--- config.mk ---
export PLATFORM = sky130hd
export DESIGN_NAME = shared_reg_arbiter_flat
export DESIGN_NICKNAME = d
export VERILOG_FILES = /design/src/rtl/shared_reg_arbiter_if.sv /design/src/rtl/shared_reg_arbiter.sv /design/src/flat_wrapper.sv
export SDC_FILE = /design/constraint.sdc
export NUM_CORES = 1
export LEC_CHECK = 0
export BUFFER_PORTS_ARGS = -buffer_cell sky130_fd_sc_hd__buf_4
export CAP_MARGIN = 15
export CORE_ASPECT_RATIO = 1.5
export CORE_MARGIN = 2
export CORE_UTILIZATION = 40
export CTS_BUF_LIST = sky130_fd_sc_hd__clkbuf_8
export DETAILED_ROUTE_END_ITERATION = 8
export GPL_ROUTABILITY_DRIVEN = 0
export GPL_TIMING_DRIVEN = 0
export PLACE_DENSITY = 0.74
export SYNTH_ARGS = -nofsm -noshare
export SYNTH_HDL_FRONTEND = slang
export SYNTH_SLANG_ARGS = --single-unit
--- constraint.sdc ---
create_clock -name clk -period 7.1 [get_ports clk]
set_input_delay 1.065 -clock clk [delete_from_list [all_inputs] [get_ports clk]]
set_output_delay 1.065 -clock clk [all_outputs]
set_load 0.02 [all_outputs]
--- src/rtl/shared_reg_arbiter_if.sv ---
// Write-request bus between datapath requesters and the shared-register arbiter.
// The master modport drives requests; the slave modport is the arbiter side.
interface shared_reg_arbiter_if #(
  parameter int NREQ  = 4,
  parameter int WIDTH = 32,
  parameter int CNTW  = 16
);
  logic [NREQ-1:0]       req;
  logic [NREQ*WIDTH-1:0] wdata;
  logic [NREQ-1:0]       gnt;
  logic [NREQ-1:0]       ack;
  logic                  reg_en;
  logic [WIDTH-1:0]      reg_d;
  logic [2:0]            last_owner;
  logic [CNTW-1:0]       wr_cnt;

  modport master (
    output req, wdata,
    input  gnt, ack, reg_en, reg_d,
    input  last_owner, wr_cnt
  );

  modport slave (
    input  req, wdata,
    output gnt, ack, reg_en, reg_d,
    output last_owner, wr_cnt
  );
endinterface

--- src/rtl/shared_reg_arbiter.sv ---
// Round-robin write arbiter for one shared enabled register.
// Alternates IDLE (arbitrate) and WRITE (enable + ack) cycles.
module shared_reg_arbiter #(
  parameter int NREQ  = 4,
  parameter int WIDTH = 32,
  parameter int CNTW  = 16
) (
  input  logic                 clk,
  input  logic                 reset,
  shared_reg_arbiter_if.slave  bus
);
  typedef enum logic {IDLE, WRITE} state_t;

  state_t           state_q, state_d;
  logic [2:0]       ptr_q;
  logic [2:0]       win_q;
  logic [2:0]       last_q;
  logic [NREQ-1:0]  gnt_q;
  logic [NREQ-1:0]  ack_q;
  logic [WIDTH-1:0] reg_d_q;
  logic [CNTW-1:0]  cnt_q;

  logic [7:0]       req8;
  logic [3:0]       j_c;
  logic [2:0]       win_c;
  logic             found_c;
  logic [NREQ-1:0]  oh_c;
  logic             any_req;
  logic             reg_en_c;
  logic [NREQ-1:0]  ack_c;

  assign req8    = 8'(bus.req);
  assign any_req = |bus.req;

  // Scan from ptr upward, wrapping at NREQ
  always_comb begin
    j_c     = 4'd0;
    win_c   = ptr_q;
    found_c = 1'b0;
    for (int k = 0; k < NREQ; k++) begin
      j_c = {1'b0, ptr_q} + 4'(k);
      if (j_c >= 4'(NREQ)) j_c = j_c - 4'(NREQ);
      if (!found_c && req8[j_c[2:0]]) begin
        found_c = 1'b1;
        win_c   = j_c[2:0];
      end
    end
  end

  assign oh_c = NREQ'(1) << win_c;

  always_ff @(posedge clk) begin
    if (reset) state_q <= IDLE;
    else       state_q <= state_d;
  end

  always_comb begin
    state_d = state_q;
    unique case (state_q)
      IDLE:    if (any_req) state_d = WRITE;
      WRITE:   state_d = IDLE;
      default: state_d = IDLE;
    endcase
  end

  always_comb begin
    reg_en_c = (state_q == WRITE) && !reset;
    ack_c    = reset ? '0 : ack_q;
  end

  always_ff @(posedge clk) begin
    if (reset) begin
      ptr_q   <= '0;
      win_q   <= '0;
      last_q  <= '0;
      gnt_q   <= '0;
      ack_q   <= '0;
      reg_d_q <= '0;
      cnt_q   <= '0;
    end else if (state_q == IDLE && any_req) begin
      win_q   <= win_c;
      gnt_q   <= oh_c;
      ack_q   <= oh_c;
      reg_d_q <= bus.wdata[win_c*WIDTH +: WIDTH];
    end else if (state_q == WRITE) begin
      ptr_q  <= (win_q == 3'(NREQ-1)) ? 3'd0 : win_q + 3'd1;
      last_q <= win_q;
      cnt_q  <= cnt_q + 1'b1;
      gnt_q  <= '0;
      ack_q  <= '0;
    end
  end

  assign bus.gnt        = gnt_q;
  assign bus.ack        = ack_c;
  assign bus.reg_en     = reg_en_c;
  assign bus.reg_d      = reg_d_q;
  assign bus.last_owner = last_q;
  assign bus.wr_cnt     = cnt_q;
endmodule

--- src/flat_wrapper.sv ---
// flat-port wrapper written by rule: the top's interface ports become plain ports
module shared_reg_arbiter_flat 
#(
  parameter int NREQ  = 4,
  parameter int WIDTH = 32,
  parameter int CNTW  = 16
)
  (clk, reset, bus_req, bus_wdata, bus_gnt, bus_ack, bus_reg_en, bus_reg_d, bus_last_owner, bus_wr_cnt);
  shared_reg_arbiter_if #(.NREQ(NREQ), .WIDTH(WIDTH), .CNTW(CNTW)) bus_i ();
  input  logic clk;
  input  logic reset;
  input wire logic [$bits(bus_i.req)-1:0] bus_req;
  input wire logic [$bits(bus_i.wdata)-1:0] bus_wdata;
  output wire logic [$bits(bus_i.gnt)-1:0] bus_gnt;
  output wire logic [$bits(bus_i.ack)-1:0] bus_ack;
  output wire logic [$bits(bus_i.reg_en)-1:0] bus_reg_en;
  output wire logic [$bits(bus_i.reg_d)-1:0] bus_reg_d;
  output wire logic [$bits(bus_i.last_owner)-1:0] bus_last_owner;
  output wire logic [$bits(bus_i.wr_cnt)-1:0] bus_wr_cnt;
  assign bus_i.req = bus_req;
  assign bus_i.wdata = bus_wdata;
  assign bus_gnt = bus_i.gnt;
  assign bus_ack = bus_i.ack;
  assign bus_reg_en = bus_i.reg_en;
  assign bus_reg_d = bus_i.reg_d;
  assign bus_last_owner = bus_i.last_owner;
  assign bus_wr_cnt = bus_i.wr_cnt;
  shared_reg_arbiter #(.NREQ(NREQ), .WIDTH(WIDTH), .CNTW(CNTW)) u_core (.clk(clk), .reset(reset), .bus(bus_i));
endmodule
# Word-level counts from Yosys, hierarchy flattened
# Index checks and enable logic that the tools add are counted.
dict set report totals {
  regBits 62
  latchBits 0
  ramBits 0
  rom_bits 0
  input_bits 134
  output_inout_bits 60
  word_cells 66
  mem_count 0
}
dict set report classes {
  n_addsub 9
  multipliers 0
  div 0
  order_cmp 8
  eq_ne 1
  n_shift 2
  mux 25
  bitwise 2
  reduce_logical 12
}
# op n
set ops {}
lappend ops {{$shiftx 128x9->32} 1}
lappend ops {{$mux 3} 9}
lappend ops {{$add 16x1->16 const B} 1}
lappend ops {{$lt 3x4->1 const B} 4}
lappend ops {{$bmux 1 s3} 4}
lappend ops {{$ge 4x3->1 const B} 3}
lappend ops {{$mux 4} 3}
lappend ops {{$sub 3x3->3 const B} 4}
lappend ops {{$add 3x2->4 const B} 2}
lappend ops {{$mux 1} 8}
lappend ops {{$logic_and 1x1->1} 5}
lappend ops {{$add 3x1->4 const B} 1}
lappend ops {{$logic_not 1->1} 4}
lappend ops {{$reduce_or 4->1} 1}
lappend ops {{$shl 1x3->4 const A} 1}
lappend ops {{$add 3x1->3 const B} 1}
lappend ops {{$eq 3x2->1 const B} 1}
lappend ops {{$ge 3x3->1 const B} 1}
lappend ops {{$not 1->1} 2}
lappend ops {{$pmux 1 s2} 1}
lappend ops {{$reduce_and 2->1} 1}
lappend ops {{$reduce_bool 2->1} 1}

# Longest topological paths before layout
# Gate-level depths: netlist of run 1.
dict set report depth {
  word_depth 16
  ltp_mapped 11
  mapped_depth_nobuf 8
}

# Worst setup path before layout of run 1
# OpenSTA, ideal clock, no wires.
dict set report synth_timing {
  kind {input port to flip-flop}
  from {input bus_req[0]}
  to {register u_core.reg_d_q[19], in the netlist u_core.bus.reg_d[19]}
  setup_time_ps 138
  arrival_time_ps 2782
  required_time_ps 6962
  slack_ps 4181
  stages 8
  path_buffers 2
  cell_sequence {mux4_2 -> o21ai_1 -> o221ai_1 -> a32oi_4 -> buf_6 -> buf_8 -> mux2i_1 -> o221ai_1}
}
dict set report synth_via {
  elab_chain_len 13
  elab_cells_between_ends 24
  classes_between {shift: 1; mux: 15; reduce/logical: 8}
}
# item line_no
set synth_rtl {}
lappend synth_rtl {{start: declaration} flat_wrapper.sv:12} ;# input wire logic [$bits(bus_i.req)-1:0] bus_req;
lappend synth_rtl {{$bmux 1 s3} shared_reg_arbiter.sv:43} ;# if (!found_c && req8[j_c[2:0]]) begin
lappend synth_rtl {{$mux 1 (implied by the code)} shared_reg_arbiter.sv:43}
lappend synth_rtl {{$mux 1} shared_reg_arbiter.sv:43}
lappend synth_rtl {{$logic_not 1->1} shared_reg_arbiter.sv:43}
lappend synth_rtl {{$logic_and 1x1->1} shared_reg_arbiter.sv:43}
lappend synth_rtl {{$mux 1} shared_reg_arbiter.sv:43}
lappend synth_rtl {{$logic_not 1->1} shared_reg_arbiter.sv:43}
lappend synth_rtl {{$logic_and 1x1->1} shared_reg_arbiter.sv:43}
lappend synth_rtl {{$mux 1} shared_reg_arbiter.sv:43}
lappend synth_rtl {{$logic_not 1->1} shared_reg_arbiter.sv:43}
lappend synth_rtl {{$logic_and 1x1->1} shared_reg_arbiter.sv:43}
lappend synth_rtl {{$mux 3} shared_reg_arbiter.sv:43}
lappend synth_rtl {{$shiftx 128x9->32} shared_reg_arbiter.sv:84} ;# reg_d_q <= bus.wdata[win_c*WIDTH +: WIDTH];
lappend synth_rtl {{end signal: assignment} shared_reg_arbiter.sv:84}
lappend synth_rtl {{end: declaration} shared_reg_arbiter.sv:20} ;# logic [WIDTH-1:0] reg_d_q;
# Parallel ways exist; a longest one is shown, timed or not. The select of a mux whose other input is x is not followed.
# A chain may end at the register's enable or synchronous reset.

# Worst setup path in the final report of run 1
dict set report layout_timing {
  from {register u_core.ptr_q[0]}
  to {register u_core.reg_d_q[31], in the netlist u_core.bus.reg_d[31]}
}
dict set report layout_via {
  elab_chain_len 15
  elab_cells_between_ends 37
  classes_between {add/sub: 7; order compare: 4; shift: 1; mux: 19; reduce/logical: 6}
}
# item line_no
set layout_rtl {}
lappend layout_rtl {{start: declaration} shared_reg_arbiter.sv:15} ;# logic [2:0] ptr_q;
lappend layout_rtl {{start signal: assignment} shared_reg_arbiter.sv:86} ;# ptr_q <= (win_q == 3'(NREQ-1)) ? 3'd0 : win_q + 3'd1;
lappend layout_rtl {{branches (longest 13 deep; another with $add 3x1->4)} --}
lappend layout_rtl {{$mux 3 (*)} shared_reg_arbiter.sv:43}
lappend layout_rtl {{$shiftx 128x9->32 (*)} shared_reg_arbiter.sv:84}
# Every way passes the cells marked *. The select of a mux whose other input is x is not followed.

==> parameters.txt, run 1 <==
Parameter                              Value

Timing
  Worst hold margin    0.464 ns
  Clock skew after layout    0.0127 ns
  Minimum period implied by the final worst setup slack    3.31 ns
  Final total negative setup slack    0 ns
  Final Max Slew Viols    0
  Fraction of the cycle the final worst path needs    0.467
  RSZ-0062 raised after global routing    no
  Final hold violations    0
  Number of failing setup endpoints in the final timing report    0
  Worst slew pin tran    0.999 ns
  Relative max-transition margin    0.328
  Setup slack after layout    3.79 ns
  Highest clock frequency the design can meet    302 MHz

Yosys
  Number of synthesized register bits    62
  Mapped cell area    0.00334 mm²
  Synthesized area per cell    9.49 µm²
  Leading area contributor after synthesis    sky130_fd_sc_hd__dfxtp_1
  Synth area leaders    sky130_fd_sc_hd__dfxtp_1, sky130_fd_sc_hd__mux2i_1, sky130_fd_sc_hd__o221ai_1, sky130_fd_sc_hd__nand2_1, sky130_fd_sc_hd__nor2_1
  Count of warnings emitted by yosys    0
  Area fraction of the dominant cell type after synthesis    0.372
  Synth unique cells    42
  Share of synthesized area occupied by flip-flops and latches    0.372
  Syn_nets    490
  Number of instances in the synthesized netlist    352

Pwr
  Sw frac    0.328
  Reported net switching power    399 µW
  Clock Power Share    0.269
  Worst ir drop on vdd    0.124 mV
  Total internal power    817 µW
  Sequential share of power    0.347
  Leakage power total    0.00233 µW
  Power per unit of standard cell area    238 mW/mm²
  Gate power share    0.384

Setup path
  Slowest cell delay on critical path    0.46 ns
  Endpoint class of the critical path    flop
  Ordered cell list for the critical path    buf_2 > inv_1 > ha_1 > mux2_2 > a2bb2o_1 > nor3_1 > nand3_1 > nand3_1 > clkbuf_1 > o221ai_1
  Depth of the most critical reg-to-reg path    10
  Startpoint of the worst setup timing path    u_core.ptr_q[0]$_SDFFE_PP0P_
  Slowest stage cell on the critical path    sky130_fd_sc_hd__clkbuf_1
  R2r startpoint    u_core.ptr_q[0]$_SDFFE_PP0P_
  Kind of critical path    reg -> reg
  Worst-path maximum fanout    10
  Crit-path most repeated cell    sky130_fd_sc_hd__nand3_1
  Crit path required time    7.30 ns
  Slack of the worst reg-to-reg path    3.79 ns
  Nature of the critical path startpoint    flop
  Arrival time of data at the critical path endpoint    3.51 ns
  Worst reg2reg path endpoint    u_core.bus.reg_d[31]$_SDFFE_PP0P_
  End point of the critical path    u_core.bus.reg_d[31]$_SDFFE_PP0P_

Route
  Detailed-route via count    3476
  Routed wirelength normalized by instance count    16.7 µm
  Final WL    11100 µm
  Number of nets with antenna violations after detailed routing    0
  Number of detailed-route iterations in the first pass    4
  Drt drc    0
  Routed vias/inst    5.23
  Violation count after the first detailed-routing iteration    129

GRT
  GRT overflow    0
  Most Crowded Layer GR    met2
  Wire length of the first global-routing pass    17000 µm
  Met1 capacity usage during global routing    0.246
  GR Util met2    0.441
  Total routing usage reported by global routing    0.243
  Via count of the first global-routing pass    3487
  Pin count of the biggest net entering global routing    11
  Global routing usage on met3    0.104
  Antenna violations before repair    0

Run
  Max cap viols    0

Clock tree
  Cell at the root of the clock tree    sky130_fd_sc_hd__clkbuf_8
  Clock Pin Slew Worst Setup and Hold Paths    0.07 ns
  Clk buf depth    2
  CTS-repair resized insts    0
  Number of buffers created by CTS    9
  Setup fix buffers added after clock tree synthesis    0
  Number of levels the H-tree was split into    3
  Clock tree sinks    62
  Cts-stage hold buffer count    0
  Skew-Pair Late Insertion Delay    0.34 ns
  Clock tree from TritonCTS    done

Floorplan
  Vertical die dimension    116 µm
  Placement row count    40
  Width of the die    78.6 µm
  Initial cell density of the core    0.415
  Total core area    0.00806 mm²
  Number of placed I/O pins    194
  Area enclosed by the die boundary    0.00911 mm²

Layout
  Post-layout nets    693
  Share of cells above drive strength 1    0.395
  Final standard cell count with taps included and fillers excluded    664
  Diode count    0
  Area Overhead vs Synth    53.2%

Placement
  Port-buffer cells    192
  Worst slack at placement    3.74 ns
  Placed Cells    649
  Final HPWL from detailed placement    9090 µm

Outcome
  Result of the run    finished clean

Hold path
  Min-Delay Path Class    reg -> reg
[cells in the mapped netlist (all sizes together)]
library cell,n
a21oi,6
a2bb2o,1
a32oi,1
and3,3
and4,4
buf,11
clkbuf,15
dfxtp,62
ha,4
inv,8
mux2,4
mux2i,73
mux4,1
nand2,41
nand2b,4
nand3,7
nand3b,3
nand4,3
nor2,28
nor2b,2
nor3,4
nor4,1
o21a,2
o21ai,6
o221ai,33
o2bb2ai,1
o311ai,1
o31ai,1
o32ai,4
or2,1
or3,2
or3b,1
xnor2,3
xor2,11
[cells by family after synthesis]
kind of cell / synth area share
AOI/OAI and AO/OA: 0.140
muxes: 0.240
xor gates and xnor gates: 0.0367
adders and majority gates: 0.0150
and+or+nand+nor: 0.145
buffers and inverters: 0.0524
DFF: 0.372
[power by group through the flow]
stage	Sequential [µW]	Clock (µW)	Combinational (µW)
after floorplan	476	0	238
after global placement	427	0	464
after detailed placement	427	0	470
after CTS	422	331	470
after global routing	428	350	499
final	422	327	467
[flip-flops by register name (all words and copies together), names as in the netlist]
register	cells
u_core.bus.reg_d	32
u_core.bus.wr_cnt	16
u_core.bus.gnt	4
u_core.bus.last_owner	3
u_core.ptr_q	3
u_core.win_q	3
u_core.state_q	1
[worst min path at each step]
stage / from / to / slack, ns / cells past startpoint
final: u_core.bus.reg_d[7]$_SDFFE_PP0P_ / u_core.bus.reg_d[7]$_SDFFE_PP0P_ / 0.46 / 2
after global routing: u_core.bus.reg_d[2]$_SDFFE_PP0P_ / u_core.bus.reg_d[2]$_SDFFE_PP0P_ / 0.50 / 2
after CTS: u_core.bus.reg_d[7]$_SDFFE_PP0P_ / u_core.bus.reg_d[7]$_SDFFE_PP0P_ / 0.47 / 2
after detailed placement: u_core.bus.reg_d[11]$_SDFFE_PP0P_ / u_core.bus.reg_d[11]$_SDFFE_PP0P_ / 0.45 / 2
after global placement: u_core.bus.reg_d[16]$_SDFFE_PP0P_ / u_core.bus.reg_d[16]$_SDFFE_PP0P_ / 0.44 / 2
after floorplan: u_core.win_q[1]$_SDFFE_PP0P_ / u_core.win_q[1]$_SDFFE_PP0P_ / 0.47 / 2
[metrics by stage]
step                      instance area, µm²  total power, µW  utilization
after floorplan                         3340              714            -
after global placement                  4910              891        0.610
after detailed placement                4910              897        0.610
after CTS                               5120             1220        0.635
after global routing                    5120             1280        0.635
final                                   5120             1220        0.635
[critical path, delay by kind of cell, from the launching register on]
kind	cells	cell delay, ns
AOI/OAI and AO/OA	2	0.49
adders and majority gates	1	0.40
buffers and inverters	3	0.81
DFF	1	0.38
muxes	1	0.39
and+or+nand+nor	3	0.68
[layer usage]
metal | routed length, µm | share of wire
met1 | 4010 | 0.36
met2 | 5660 | 0.51
met5 | 0 | 0
met4 | 229 | 0.021
met3 | 1180 | 0.11
[layout make-up]
class | count | area, µm²
sequential | 62 | 1240
clock inverter | 6 | 80.1
timing repair buffer | 192 | 1440
inverter | 8 | 30.0
fill | 702 | 2940
multi-input combinational | 256 | 1920
buffer | 26 | 145
tap | 105 | 131
clock buffer | 9 | 124
[placed cells by master (no fill, tap or decap), types with 4 or more instances in the layout]
| cell | n |
|---|---|
| sky130_fd_sc_hd__nand2_1 | 41 |
| sky130_fd_sc_hd__nand3_1 | 7 |
| sky130_fd_sc_hd__o21ai_0 | 5 |
| sky130_fd_sc_hd__inv_1 | 9 |
| sky130_fd_sc_hd__dfxtp_1 | 62 |
| sky130_fd_sc_hd__nand2b_1 | 4 |
| sky130_fd_sc_hd__o221ai_1 | 33 |
| sky130_fd_sc_hd__nor2_1 | 28 |
| sky130_fd_sc_hd__clkbuf_1 | 15 |
| sky130_fd_sc_hd__mux2i_1 | 72 |
| sky130_fd_sc_hd__buf_4 | 196 |
| sky130_fd_sc_hd__o32ai_1 | 4 |
| sky130_fd_sc_hd__xor2_1 | 11 |
| sky130_fd_sc_hd__nor3_1 | 4 |
| sky130_fd_sc_hd__and4_1 | 4 |
| sky130_fd_sc_hd__ha_1 | 4 |
| sky130_fd_sc_hd__clkbuf_8 | 9 |
| sky130_fd_sc_hd__a21oi_1 | 6 |
No activity file was read; power rests on OpenSTA's default activity.
==> inputs of run 2 (changes only) <==
- clock period: 7.1 -> 3.25 ns (I/O delays scaled with it)
==> parameters.txt, run 2 (synthesized netlist as in run 1, its figures left out) <==
Parameter                              Value

Outcome
  Result of the run    finished clean

Setup path
  Slowest stage cell on the critical path    sky130_fd_sc_hd__or3b_4
  Worst reg2reg path endpoint    u_core.bus.reg_d[20]$_SDFFE_PP0P_
  Worst-path maximum fanout    10 (unchanged)
  Slack of the worst reg-to-reg path    0.17 ns (-3.61 ns)
  Crit path required time    3.47 ns (-3.83 ns)
  Depth of the most critical reg-to-reg path    11 (+1)
  Slowest cell delay on critical path    0.41 ns (-0.05 ns)
  Endpoint class of the critical path    flop
  Nature of the critical path startpoint    flop
  Ordered cell list for the critical path    buf_2 > inv_1 > ha_2 > mux2i_1 > o21a_1 > or3b_4 > a32oi_4 > buf_12 > buf_8 > mux2i_1 > o221ai_1
  Arrival time of data at the critical path endpoint    3.30 ns (-0.21 ns)
  Crit-path most repeated cell    sky130_fd_sc_hd__mux2i_1
  R2r startpoint    u_core.ptr_q[1]$_SDFFE_PP0P_
  Kind of critical path    reg -> reg

GRT
  Antenna violations before repair    0 (unchanged)
  GRT overflow    0 (unchanged)
  Via count of the first global-routing pass    3487 (unchanged)
  Pin count of the biggest net entering global routing    11 (unchanged)
  Total routing usage reported by global routing    0.243 (unchanged)
  Wire length of the first global-routing pass    17000 µm (about the same)

Timing
  Relative max-transition margin    0.331 (+0.00335)
  Number of failing setup endpoints in the final timing report    0 (unchanged)
  Worst slew pin tran    0.994 ns (-0.00499 ns)
  Fraction of the cycle the final worst path needs    0.947 (+0.480)
  Clock skew after layout    0.0132 ns (+0.000555 ns)
  Final Max Slew Viols    0 (unchanged)
  Highest clock frequency the design can meet    325 MHz (+7.7%)
  Minimum period implied by the final worst setup slack    3.08 ns (-0.236 ns)
  Setup slack after layout    0.174 ns (-3.61 ns)
  Final hold violations    0 (unchanged)
  RSZ-0062 raised after global routing    no
  Worst hold margin    0.447 ns (-0.0175 ns)

Route
  Drt drc    0 (unchanged)
  Routed wirelength normalized by instance count    16.7 µm (about the same)
  Detailed-route via count    3468 (-0.23%)
  Routed vias/inst    5.22 (-0.23%)
  Violation count after the first detailed-routing iteration    144 (+12%)
  Number of nets with antenna violations after detailed routing    0 (unchanged)
  Final WL    11100 µm (about the same)
  Number of detailed-route iterations in the first pass    4 (unchanged)

Placement
  Worst slack at placement    -0.0702 ns (-3.81 ns)
  Final HPWL from detailed placement    9090 µm (unchanged)
  Post-place instance area    0.00491 mm² (unchanged)
  Port-buffer cells    192 (unchanged)

Pwr
  Pwr Total    2670 µW (+120%)
  Sequential share of power    0.345 (-0.002)
  Reported net switching power    872 µW (+120%)
  Sw frac    0.327 (-0.00123)
  Clock Power Share    0.267 (-0.002)
  Total internal power    1800 µW (+120%)
  Gate power share    0.387 (+0.003)
  Power per unit of standard cell area    519 mW/mm² (+120%)
  Leakage power total    0.00235 µW (+0.82%)
  Worst ir drop on vdd    0.277 mV (+120%)

Clock tree
  Clk buf depth    2 (unchanged)
  Clock tree from TritonCTS    done
  Clock Pin Slew Worst Setup and Hold Paths    0.07 ns (about the same)
  Cts-stage hold buffer count    0 (unchanged)
  Cell at the root of the clock tree    sky130_fd_sc_hd__clkbuf_8
  Number of levels the H-tree was split into    3 (unchanged)
  Skew-Pair Late Insertion Delay    0.35 ns (about the same)
  Clock tree sinks    62 (unchanged)
  Number of buffers created by CTS    9 (unchanged)

Hold path
  Hold endpoint    u_core.bus.reg_d[2]$_SDFFE_PP0P_
  Min-Delay Path Class    in -> reg
  Hold-critical path depth    3 (+1)
  Hold path startpoint    bus_wdata[34]

Floorplan
  Width of the die    78.6 µm (unchanged)
  Total core area    0.00806 mm² (unchanged)
  Initial cell density of the core    0.415 (unchanged)
  Area enclosed by the die boundary    0.00911 mm² (unchanged)
  Number of placed I/O pins    194 (unchanged)
  Placement row count    40 (unchanged)
  Vertical die dimension    116 µm (unchanged)

Layout
  Top library cells by usage in the layout, fill and taps aside    sky130_fd_sc_hd__buf_4, sky130_fd_sc_hd__mux2i_1, sky130_fd_sc_hd__dfxtp_1, sky130_fd_sc_hd__nand2_1, sky130_fd_sc_hd__o221ai_1
  Diode count    0 (unchanged)
  Max FFs per register    32 (unchanged)
  Post-layout nets    693 (unchanged)
  Share of cells above drive strength 1    0.408 (+0.0125)
  Most common cell after layout, fill and taps aside    sky130_fd_sc_hd__buf_4
  Finished layout cell area    0.00514 mm² (+0.49%)
  Area Overhead vs Synth    53.9%

Run
  Max cap viols    0 (unchanged)
run 2: worst max path at each step:
stage / from / endpoint / slack [ns] / cells after the start
after floorplan: u_core.ptr_q[0]$_SDFFE_PP0P_ / u_core.bus.reg_d[19]$_SDFFE_PP0P_ / 0.47 / 11
after global placement: u_core.ptr_q[0]$_SDFFE_PP0P_ / u_core.bus.reg_d[30]$_SDFFE_PP0P_ / -0.02 / 10
after detailed placement: u_core.ptr_q[0]$_SDFFE_PP0P_ / u_core.bus.reg_d[31]$_SDFFE_PP0P_ / -0.07 / 10
after CTS: u_core.ptr_q[0]$_SDFFE_PP0P_ / u_core.bus.reg_d[13]$_SDFFE_PP0P_ / 0.003 / 10
after global routing: u_core.ptr_q[0]$_SDFFE_PP0P_ / u_core.bus.reg_d[31]$_SDFFE_PP0P_ / 0.009 / 10
final: u_core.ptr_q[1]$_SDFFE_PP0P_ / u_core.bus.reg_d[20]$_SDFFE_PP0P_ / 0.17 / 11
run 2: through the flow:
step                std cells   util  setup TNS [ns]
floorplan                 352      -               0
global placement          649  0.610          -0.138
detailed placement        649  0.610          -0.583
CTS                       664  0.636               0
global route              664  0.638               0
finish                    664  0.638               0
run 2: per-layer routing:
metal / GRT usage / vias to the layer above / routed length, µm
met1: 0.246 / 1599 / 3990
met5: 0 / - / 0
met2: 0.442 / 151 / 5660
met3: 0.104 / 20 / 1200
li1: - / 1698 / -
met4: 0.0865 / 0 / 227
run 2: power by group through the flow:
stage / logic, µW / clock network, µW / registers (µW)
after floorplan: 520 / 0 / 1040
after global placement: 1010 / 0 / 933
after detailed placement: 1030 / 0 / 933
after CTS: 1030 / 724 / 921
after global routing: 1100 / 764 / 935
final: 1030 / 714 / 922
run 2: critical path, delay by kind of cell, from the launching register on:
kind	cells	cell delay, ns
AO/OA/AOI/OAI	3	0.70
buffers and inverters	4	0.68
AND/OR/NAND/NOR	1	0.41
adder cells (fa/ha/maj)	1	0.40
multiplexers	2	0.39
flip-flops	1	0.35
run 2: layout make-up:
class | instances | area, µm²
Tap cell | 105 | 131
Buffer | 26 | 168
Clock buffer | 9 | 124
Sequential cell | 62 | 1240
Inverter | 8 | 30.0
Fill cell | 696 | 2920
Clock inverter | 6 | 80.1
Timing Repair Buffer | 192 | 1440
Multi-Input combinational cell | 256 | 1930
run 2: timing repair:
| item | 4_1_cts | 5_1_grt |
|---|---|---|
| buffers inserted | 0 | 0 |
| endpoints found under the setup margin | 17 | 34 |
| cloned | 0 | 0 |
| pin swaps | 0 | 1 |
| gates resized for setup | 4 | 10 |
| endpoints found under the hold margin | 0 | 0 |
